[src/rtl/mult32_seq.sv]
// mult32_seq -- sequential 32x32 radix-2 shift-and-add multiplier.
//
// Forms the 64-bit product of A and B one partial-product step per clock and
// returns it on HI/LO. Operands are converted to magnitudes on entry; the sign
// is applied once at the end.
//
// Handshake: START is sampled only in IDLE. A, B and SIGNED are captured on that
// same edge. BUSY stays high from the following cycle until the result is
// written. DONE pulses for one cycle, and in that cycle HI/LO hold the new
// product. BUSY is low in the DONE cycle, so a START presented there is accepted
// and gives back-to-back operation. START is ignored while BUSY is high.
//
// Ports:
//   CLK        clock, rising edge active
//   RST        synchronous active-high reset (aborts any operation)
//   START      request a multiply (sampled in IDLE only)
//   SIGNED     1 = two's-complement operands, 0 = unsigned
//   A, B       multiplicand / multiplier
//   BUSY       multiply in progress
//   DONE       one-cycle pulse, new result on HI/LO
//   HI, LO     product bits [63:32] / [31:0], held until the next result
//   dbg_state  current FSM state (0 = IDLE, 1 = CALC, 2 = FIX)
module mult32_seq #(
    parameter int DATA_WIDTH = 32
) (
    input  logic                  CLK,
    input  logic                  RST,
    input  logic                  START,
    input  logic                  SIGNED,
    input  logic [DATA_WIDTH-1:0] A,
    input  logic [DATA_WIDTH-1:0] B,
    output logic                  BUSY,
    output logic                  DONE,
    output logic [DATA_WIDTH-1:0] HI,
    output logic [DATA_WIDTH-1:0] LO,
    output logic [1:0]            dbg_state
);

    localparam int W = DATA_WIDTH;

    typedef enum logic [1:0] {
        S_IDLE = 2'd0,
        S_CALC = 2'd1,
        S_FIX  = 2'd2
    } state_t;

    state_t         state;
    state_t         state_next;

    logic [2*W:0]   acc;
    logic [W-1:0]   mcand;
    logic [5:0]     cnt;
    logic           neg;

    logic [W-1:0]   mag_a;
    logic [W-1:0]   mag_b;
    logic [W:0]     sum;
    logic [2*W:0]   acc_step;
    logic [2*W-1:0] prod;

    // State register
    always_ff @(posedge CLK) begin
        if (RST) begin
            state <= S_IDLE;
        end else begin
            state <= state_next;
        end
    end

    // Next-state logic
    always_comb begin
        state_next = state;
        case (state)
            S_IDLE: if (START) state_next = S_CALC;
            S_CALC: if (cnt == 6'(W - 1)) state_next = S_FIX;
            S_FIX:  state_next = S_IDLE;
            default: state_next = S_IDLE;
        endcase
    end

    assign BUSY      = (state != S_IDLE);
    assign dbg_state = state;

    // Magnitudes stay W-bit unsigned, so the most negative value maps onto
    // itself (0x8000_0000) and is still correct as an unsigned magnitude.
    always_comb begin
        mag_a = (SIGNED && A[W-1]) ? (~A + W'(1)) : A;
        mag_b = (SIGNED && B[W-1]) ? (~B + W'(1)) : B;
    end

    // One radix-2 step: conditional add into the upper half (carry lands in the
    // extra top bit), then a logical right shift of the whole accumulator.
    // acc[2W] is always zero after a shift, so folding it into the add only
    // keeps the carry path uniform.
    always_comb begin
        sum      = {acc[2*W], acc[2*W-1:W]} + (acc[0] ? {1'b0, mcand} : {(W+1){1'b0}});
        acc_step = {1'b0, sum, acc[W-1:1]};
        prod     = neg ? (~acc[2*W-1:0] + (2*W)'(1)) : acc[2*W-1:0];
    end

    // Datapath and result registers
    always_ff @(posedge CLK) begin
        if (RST) begin
            acc   <= '0;
            mcand <= '0;
            cnt   <= '0;
            neg   <= 1'b0;
            HI    <= '0;
            LO    <= '0;
            DONE  <= 1'b0;
        end else begin
            DONE <= 1'b0;
            case (state)
                S_IDLE: begin
                    if (START) begin
                        mcand <= mag_a;
                        acc   <= {{(W+1){1'b0}}, mag_b};
                        cnt   <= '0;
                        neg   <= SIGNED & (A[W-1] ^ B[W-1]);
                    end
                end
                S_CALC: begin
                    acc <= acc_step;
                    cnt <= cnt + 6'd1;
                end
                S_FIX: begin
                    HI   <= prod[2*W-1:W];
                    LO   <= prod[W-1:0];
                    DONE <= 1'b1;
                end
                default: ;
            endcase
        end
    end

endmodule

[config.mk]
export PLATFORM = sky130hd
export DESIGN_NAME = mult32_seq
export DESIGN_NICKNAME = d
export VERILOG_FILES = /design/src/rtl/mult32_seq.sv
export SDC_FILE = /design/constraint.sdc
export NUM_CORES = 1
export LEC_CHECK = 0
export ABC_AREA = 1
export CAP_MARGIN = 40
export CORE_ASPECT_RATIO = 1.1
export CORE_MARGIN = 1
export CORE_UTILIZATION = 30
export CTS_CLUSTER_SIZE = 10
export DETAILED_ROUTE_END_ITERATION = 8
export DONT_BUFFER_PORTS = 1
export MAX_ROUTING_LAYER = met4
export PLACE_DENSITY = 0.56
export RECOVER_POWER = 50
export SKIP_CTS_REPAIR_TIMING = 1
export SLEW_MARGIN = 0
export SYNTH_ARGS = -nofsm -noshare
export SYNTH_HDL_FRONTEND = slang
export SYNTH_SLANG_ARGS = --single-unit
[constraint.sdc]
create_clock -name CLK -period 4.6 [get_ports CLK]
set_input_delay 0.92 -clock CLK [delete_from_list [all_inputs] [get_ports CLK]]
set_output_delay 0.92 -clock CLK [all_outputs]
set_load 0.05 [all_outputs]
# Yosys cells after proc, flatten, opt, wreduce, memory -nomap -nowiden
# Index checks and enable logic that the tools add are counted.
word_totals:
  output_inout_bits: 68
  reg_bits: 171
  elab_cells: 43
  inputBits: 68
op_classes:
  addsub: 5
  n_reduce_logical: 8
  bitwise: 5
  muxes: 12
  n_eq_ne: 5
ops:
  columns: ["op", "count"]
  rows:
  - ["one-hot mux 65 bit (2 select lines)", 1]
  - ["two-way mux 32 bit", 3]
  - ["two-way mux 65 bit", 1]
  - ["adder 32 x 1 -> 32 bit (second input constant)", 2]
  - ["adder 64 x 1 -> 64 bit (second input constant)", 1]
  - ["two-way mux 64 bit", 1]
  - ["inverter 32 bit", 2]
  - ["inverter 64 bit", 1]
  - ["adder 33 x 32 -> 33 bit", 1]
  - ["one-hot mux 6 bit (2 select lines)", 1]
  - ["adder 6 x 1 -> 6 bit (second input constant)", 1]
  - ["== test 6 x 5 -> 1 bit (second input constant)", 1]
  - ["two-way mux 6 bit", 1]
  - ["AND reduction 2 bit", 3]
  - ["two-way mux 2 bit", 2]
  - ["inequality test 2 bit (second input constant)", 2]
  - ["one-hot mux 2 bit (2 select lines)", 1]
  - ["nonzero test 2 bit", 2]
  - ["== test 2 x 1 -> 1 bit (second input constant)", 1]
  - ["== test 2 bit (second input constant)", 1]
  - ["logical AND 1 bit", 2]
  - ["logical NOT 2 bit", 1]
  - ["AND 1 bit", 1]
  - ["two-way mux 1 bit", 1]
  - ["XOR 1 bit", 1]

# Depth between registers and ports, before layout
# Gate-level depths: netlist of the first run.
logic_depth:
  word_depth: 5
  mapped_depth: 18
  mapped_depth_nobuf: 16

# Least setup slack after synthesis of the first run
# No wires, ideal clock.
synth_timing:
  kind: "flip-flop to flip-flop"
  startpoint: "reg acc[0]"
  endpoint: "reg acc[47]"
  arrival_ns: 2.157
  path_buffers: 2
  synth_period_minus_slack_ns: 2.289
  setup_time_ns: 0.132
  path_stages_with_launch: 18
  t_required_ns: 4.468
  setup_slack_ns: 2.311
  cell_sequence: "dfxtp_1 buf_6 clkbuf_1 nand2_1 inv_1 ha_1 inv_1 fa_1 inv_1 nand3_1 nand3_1 nand2_1 nand2_1 inv_1 o21ai_0 nand2_1 nand3_1 a21oi_1"
synth_between:
  elab_chain_cells: 3
synth_rtl:
  columns: ["item", "line", "source"]
  rows:
  - ["start: declaration", "50", "logic [2*W:0] acc;"]
  - ["start signal: assignment", "117", "acc <= {{(W+1){1'b0}}, mag_b};"]
  - ["start signal: assignment", "123", "acc <= acc_step;"]
  - ["two-way mux 32 bit", "96", "sum = {acc[2*W], acc[2*W-1:W]} + (acc[0] ? {1'b0, mcand} : {(W+1){1'b0}});"]
  - ["adder 33 x 32 -> 33 bit", "96", null]
  - ["one-hot mux 65 bit (2 select lines)", "113", "case (state)"]
# No other way between the ends.
# A chain may end at the register's enable or synchronous reset.

# Worst setup path after layout of the first run
layout_timing:
  startpoint: "reg state[1], in the netlist dbg_state[1]"
  endpoint: "reg LO[25]"
layout_between:
  elab_chain_cells: 1
layout_rtl:
  columns: ["item", "line", "source"]
  rows:
  - ["start: declaration", "47", "state_t state;"]
  - ["start signal: assignment", "66", "state <= state_next;"]
  - ["== test 2 bit", "113", null]
  - ["end signal: assignment", "128", "LO <= prod[W-1:0];"]
  - ["end: declaration", "35", "output logic [DATA_WIDTH-1:0] LO,"]
# No other way between the ends.

==> flow_summary.toml, run 1 <==
[pwr]
finalPower_mw = 3.99
power.density_nw_per_um2 = 286
switching_share_pct = 34.5
pwr-share-comb_pct = 21.8
ir_drop_mv = 0.271
clkPwrFrac_pct = 37.6
p_leak_nw = 6.99
seq_power_share_pct = 40.6
intPower_mw = 2.61
p_switching_mw = 1.38

[grt]
grt_max_degree = 98
grt_pass1_wl_mm = 72.2
grt_antenna_before_repair = 0
grt_pass1_vias = 12400
grt_overflow = 0
track_usage_pct = 22.5

[logic_synthesis]
synth_top_area_share_pct = 26.6
synth_top_cell_by_area = "dfxtp_1"
yosysUniqueCellTypes = 49
seq_area_frac_synth_pct = 26.6
syn_area_um2 = 12800
yosysWarnings = 0
synthTopCellsByArea = "dfxtp_1 (27%), nand2_1 (19%), inv_1 (9.9%)"
syn_area_per_cell_um2 = 5.74
synth_cells = 2231
async_flop_share_pct = 0
synth-edff-count = 0
synth-seq-cells = 170
syn_nets = 2336
synthFlopType = "dfxtp_1"

[critical_path]
slowest_delay_ns = 1.05
cp_common_cell = "inv_1"
arrival_ns = 3.78
criticalPathCategory = "register to register"
cp-start-kind = "register"
crit_family = "simple AND/OR/NAND/NOR gates"
worstPathCellList = "inv_1, nor2_1, clkbuf_2, nand3_1, o211ai_1, inv_1"
path_max_fanout = 66
path_buf_inv = 3
cp_data_required_time_ns = 4.95
cp-end-kind = "register"
slowest_stage = "clkbuf_2"

[floorplan]
rows = 79
pin_count = 136
start_util_pct = 30.3
die_w_um = 199
dieHeight_um = 219
core_area_um2 = 42200
die-area_um2 = 43500

[clocking]
root_buffer = "clkbuf_16"
cts_sinks = 170
clkLatencyLatePin_ns = 0.47
cts_buffers = 17
cts_buffer_depth = 2
cts_max_level = 4
clk_pin_slew_ns = 0.07
tritoncts = "done"

[sta]
rsz0062_at_grt = "false"
tns_ns = 0
slew_violations = 0
hold_viol_final = 0
clock.fmax_mhz = 292
hold_ws_ns = 0.486
fin_skew_ns = 0.0122
worst_slew_pin_slew_ns = 1.23
relSlewSlack_pct = 18.3
setup_viol = 0
fin_crit_sh_pct = 74.4
period_minus_slack_ns = 3.42

[drt]
drtIter0Drc = 1177
antenna_left = 0
vias = 13700
vias_per_cell = 4.95
firstDrtPassIters = 5
wl_per_cell_um = 17.1
wirelength_mm = 47.3
drc_errors = 0

[layout]
fillers = 4742
layout.nets = 2298
drive_above_1_share_pct = 3.81
layout_commonest_cell = "nand2_1"
design_area_um2 = 13900
antennaDiodeCount = 0
mostFrequentLayoutCells = "nand2_1 (657), inv_1 (337), nor2_1 (305), nand3_1 (196), dfxtp_1 (169)"
area_delta_synth_final_pct = 8.90

[placement]
gp_congestion = 1.01
numPortBuffers = 0
place_area_um2 = 13400
dp_hpwl_mm = 37.3

[run_status]
status = "completed"

[min_path]
hp-class = "register to register"

[run]
cap_violations = 0
## metal layers
layer  GRT usage (%)  routed length, um  vias to the layer above
met1            29.5              21800                     6239
met4            8.90               1680                        0
met5               -                  0                        -
li1                -                  -                     7016
met3            3.70               2850                       67
met2            34.2              21000                      411
## cells by family after synthesis
family | count (synthesis) | share of synthesized area [%]
adder cells (fa/ha/maj) | 37 | 3.67
XOR/XNOR | 37 | 2.53
AO/OA/AOI/OAI | 319 | 14.1
AND/OR/NAND/NOR | 1247 | 40.5
flip-flops | 170 | 26.6
buffers and inverters | 421 | 12.6
## synthesized netlist by cell type, types with 2 or more instances
master    count
nand2_2       8
o21ai_0      97
inv_2         7
clkinv_1      3
o21ai_1      24
xnor2_1       4
a31oi_1       8
xor2_1       33
nor3_1       24
ha_1         36
o22ai_1       4
o32ai_1       6
buf_2        18
nor2_4        4
a21oi_1     128
nand3_2       2
a21o_1        3
a221oi_1      3
nand2_1     657
clkbuf_1     48
o211ai_1     12
nor4_1        3
nand4_1      27
o21ai_4       2
or2_1         2
o21ai_2       3
nand3b_1      7
a22oi_1       7
o221ai_1      9
a211oi_1      2
o21bai_1      7
buf_1         6
nor2_1      305
inv_1       338
dfxtp_1     170
nand3_1     196
or2_2         6
## path summary, 6_finish.rpt
| check | startpoint | to | slack (ns) | cells past startpoint |
|---|---|---|---|---|
| worst min register to register | cnt[3] | cnt[3] | 0.49 | 2 |
| worst max register to register | dbg_state[1] | LO[25] | 1.18 | 6 |
| worst max-delay path | dbg_state[1] | LO[25] | 1.18 | 6 |
| worst min-delay path | cnt[3] | cnt[3] | 0.49 | 2 |
## area by class of cell
class	instances	area, um2	share of cell area (%)
clock inverter	12	140	1.00
clock buffer	19	443	3.18
multi-input combinational	1640	7790	55.9
tap	567	709	5.09
timing repair buffer	16	150	1.08
sequential	170	3400	24.4
inverter	348	1310	9.37
## worst register-to-register path, stage by stage (launching register included)
cell      delay (ns)
dfxtp_1         0.66
inv_1           0.12
nor2_1          0.93
clkbuf_2        1.06
nand3_1         0.33
o211ai_1        0.16
inv_1           0.06
## power by group through the flow
stage	clock, mW	sequential (mW)	combinational [mW]
2_1_floorplan	0	1.61	0.648
3_3_place_gp	0	1.65	0.845
3_5_place_dp	0	1.65	0.867
4_1_cts	1.53	1.62	0.870
5_1_grt	1.58	1.62	0.971
6_report	1.50	1.62	0.870
## sequential cells by signal, indices dropped and copies added (netlist names)
register   count
cnt            6
mcand         32
LO            32
DONE           1
acc           64
neg            1
HI            32
dbg_state      2
## per-stage QoR
stage	setup WS (ns)	std cells	utilization [%]
after floorplan	2.31	2231	-
final	1.18	2772	33.0
after global placement	1.57	2737	31.5
after detailed placement	1.58	2741	31.7
after global routing	0.878	2772	33.0
after CTS	1.64	2772	33.1
No activity file was read; power rests on OpenSTA's default activity.
==> run 2, diff against run 1 <==
- PLACE_DENSITY: 0.56 -> 0.57
- clock period: 4.6 -> 3.1 ns (I/O delays scaled with it)
==> flow_summary.toml, run 2 (synthesis gave the netlist of run 1 again) <==
[sta]
rsz0062_at_grt = "false"
hold_viol_final = 0
clock.fmax_mhz = 356
period_minus_slack_ns = 2.81
fin_crit_sh_pct = 90.6
relSlewSlack_pct = 46.5
fin_skew_ns = 0.0154
tns_ns = 0
slew_violations = 0
worst_slew_pin_slew_ns = 0.801
setup_viol = 0
hold_ws_ns = 0.254

[floorplan]
pin_count = 136
rows = 79
core_area_um2 = 42200
dieHeight_um = 219
die-area_um2 = 43500
die_w_um = 199
start_util_pct = 30.3

[grt]
grt_max_degree = 120
grt_pass1_wl_mm = 75.7
grt_antenna_before_repair = 1
grt_pass1_vias = 12900
track_usage_pct = 23.6
grt_overflow = 0

[clocking]
cts_buffers = 17
cts_buffer_depth = 2
cts_max_level = 4
clkLatencyLatePin_ns = 0.47
tritoncts = "done"
clk_pin_slew_ns = 0.08
root_buffer = "clkbuf_16"
cts_sinks = 170

[critical_path]
reg2reg_depth = 5
arrival_ns = 3.16
critPathLaunch = "dbg_state[0]"
cp_data_required_time_ns = 3.45
cp-end-kind = "register"
r2r_end = "dbg_state[1]"
criticalPathCategory = "register to register"
rr_startpoint = "dbg_state[0]"
critPathCapture = "dbg_state[1]"
cp-start-kind = "register"
regToRegSetupSlack_ns = 0.29
path_max_fanout = 15

[layout]
fillers = 4828
antennaDiodeCount = 0
area_delta_synth_final_pct = 8.93
layout_commonest_cell = "nand2_1"
mostFrequentLayoutCells = "nand2_1 (657), inv_1 (337), nor2_1 (305), nand3_1 (196), dfxtp_1 (169)"
top_register = "acc"
layout.nets = 2303
drive_above_1_share_pct = 4.07
largest_reg_flops = 64

[drt]
wl_per_cell_um = 17.7
vias_per_cell = 4.98
firstDrtPassIters = 5
drc_errors = 0
drtIter0Drc = 1244
vias = 13800
wirelength_mm = 49.1
antenna_left = 0

[run_status]
status = "completed"

[run]
cap_violations = 0

[pwr]
power.density_nw_per_um2 = 418
p_leak_nw = 7.01
ir_drop_mv = 0.343

[placement]
numPortBuffers = 0
dp_hpwl_mm = 38.6
gp_congestion = 0.960

[min_path]
hp-class = "input pin to register"
run 2: how the worst min path moves through the flow:
| stage | end | cells after the start | startpoint | slack [ns] |
|---|---|---|---|---|
| floorplan | dbg_state[1] | 1 | cnt[5] | 0.44 |
| global placement | cnt[3] | 2 | cnt[3] | 0.46 |
| detailed placement | cnt[3] | 2 | cnt[3] | 0.47 |
| CTS | acc[53] | 1 | RST | 0.21 |
| global route | acc[53] | 1 | RST | 0.24 |
| finish | acc[53] | 1 | RST | 0.25 |
run 2: power by group:
group | total [mW] | internal [mW] | leakage, nW | switching [mW]
combinational | 1.31 | 0.388 | 5.35 | 0.920
clock | 2.13 | 1.07 | 0.275 | 1.06
sequential | 2.40 | 2.28 | 1.38 | 0.121
run 2: through the flow:
| stage | setup slack [ns] | total power, mW | std cells | utilization, % | cell area, um2 |
|---|---|---|---|---|---|
| 6_report | 0.290 | 5.84 | 2778 | 33.1 | 13900 |
| 5_1_grt | 0.145 | 6.14 | 2778 | 33.1 | 13900 |
| 4_1_cts | 0.487 | 5.89 | 2778 | 33.1 | 14000 |
| 3_5_place_dp | 0.497 | 3.75 | 2746 | 31.8 | 13400 |
| 3_3_place_gp | 0.509 | 3.74 | 2746 | 31.8 | 13400 |
| 2_1_floorplan | 0.811 | 3.36 | 2231 | - | 12800 |
run 2: final cells by class:
type,instances,area (um2),area share [%]
Multi-Input combinational cell,1640,7790,55.9
Sequential cell,170,3400,24.4
Inverter,348,1310,9.36
Tap cell,567,709,5.09
Clock buffer,19,443,3.18
Timing Repair Buffer,21,185,1.33
Clock inverter,13,109,0.780
run 2: critical path, stage by stage (launching register included):
cell,delay [ns]
dfxtp_1,0.33
clkbuf_1,0.58
nand2_1,0.43
nor2_1,0.50
inv_1,0.45
nor3_1,0.40
run 2: per-layer routing:
metal,part of all wire (%),vias up,global-route usage [%]
met2,46,410,37.1
met1,46,6353,30.9
met3,6.0,50,3.63
met4,2.3,0,7.31
li1,-,7033,-
met5,0,-,-
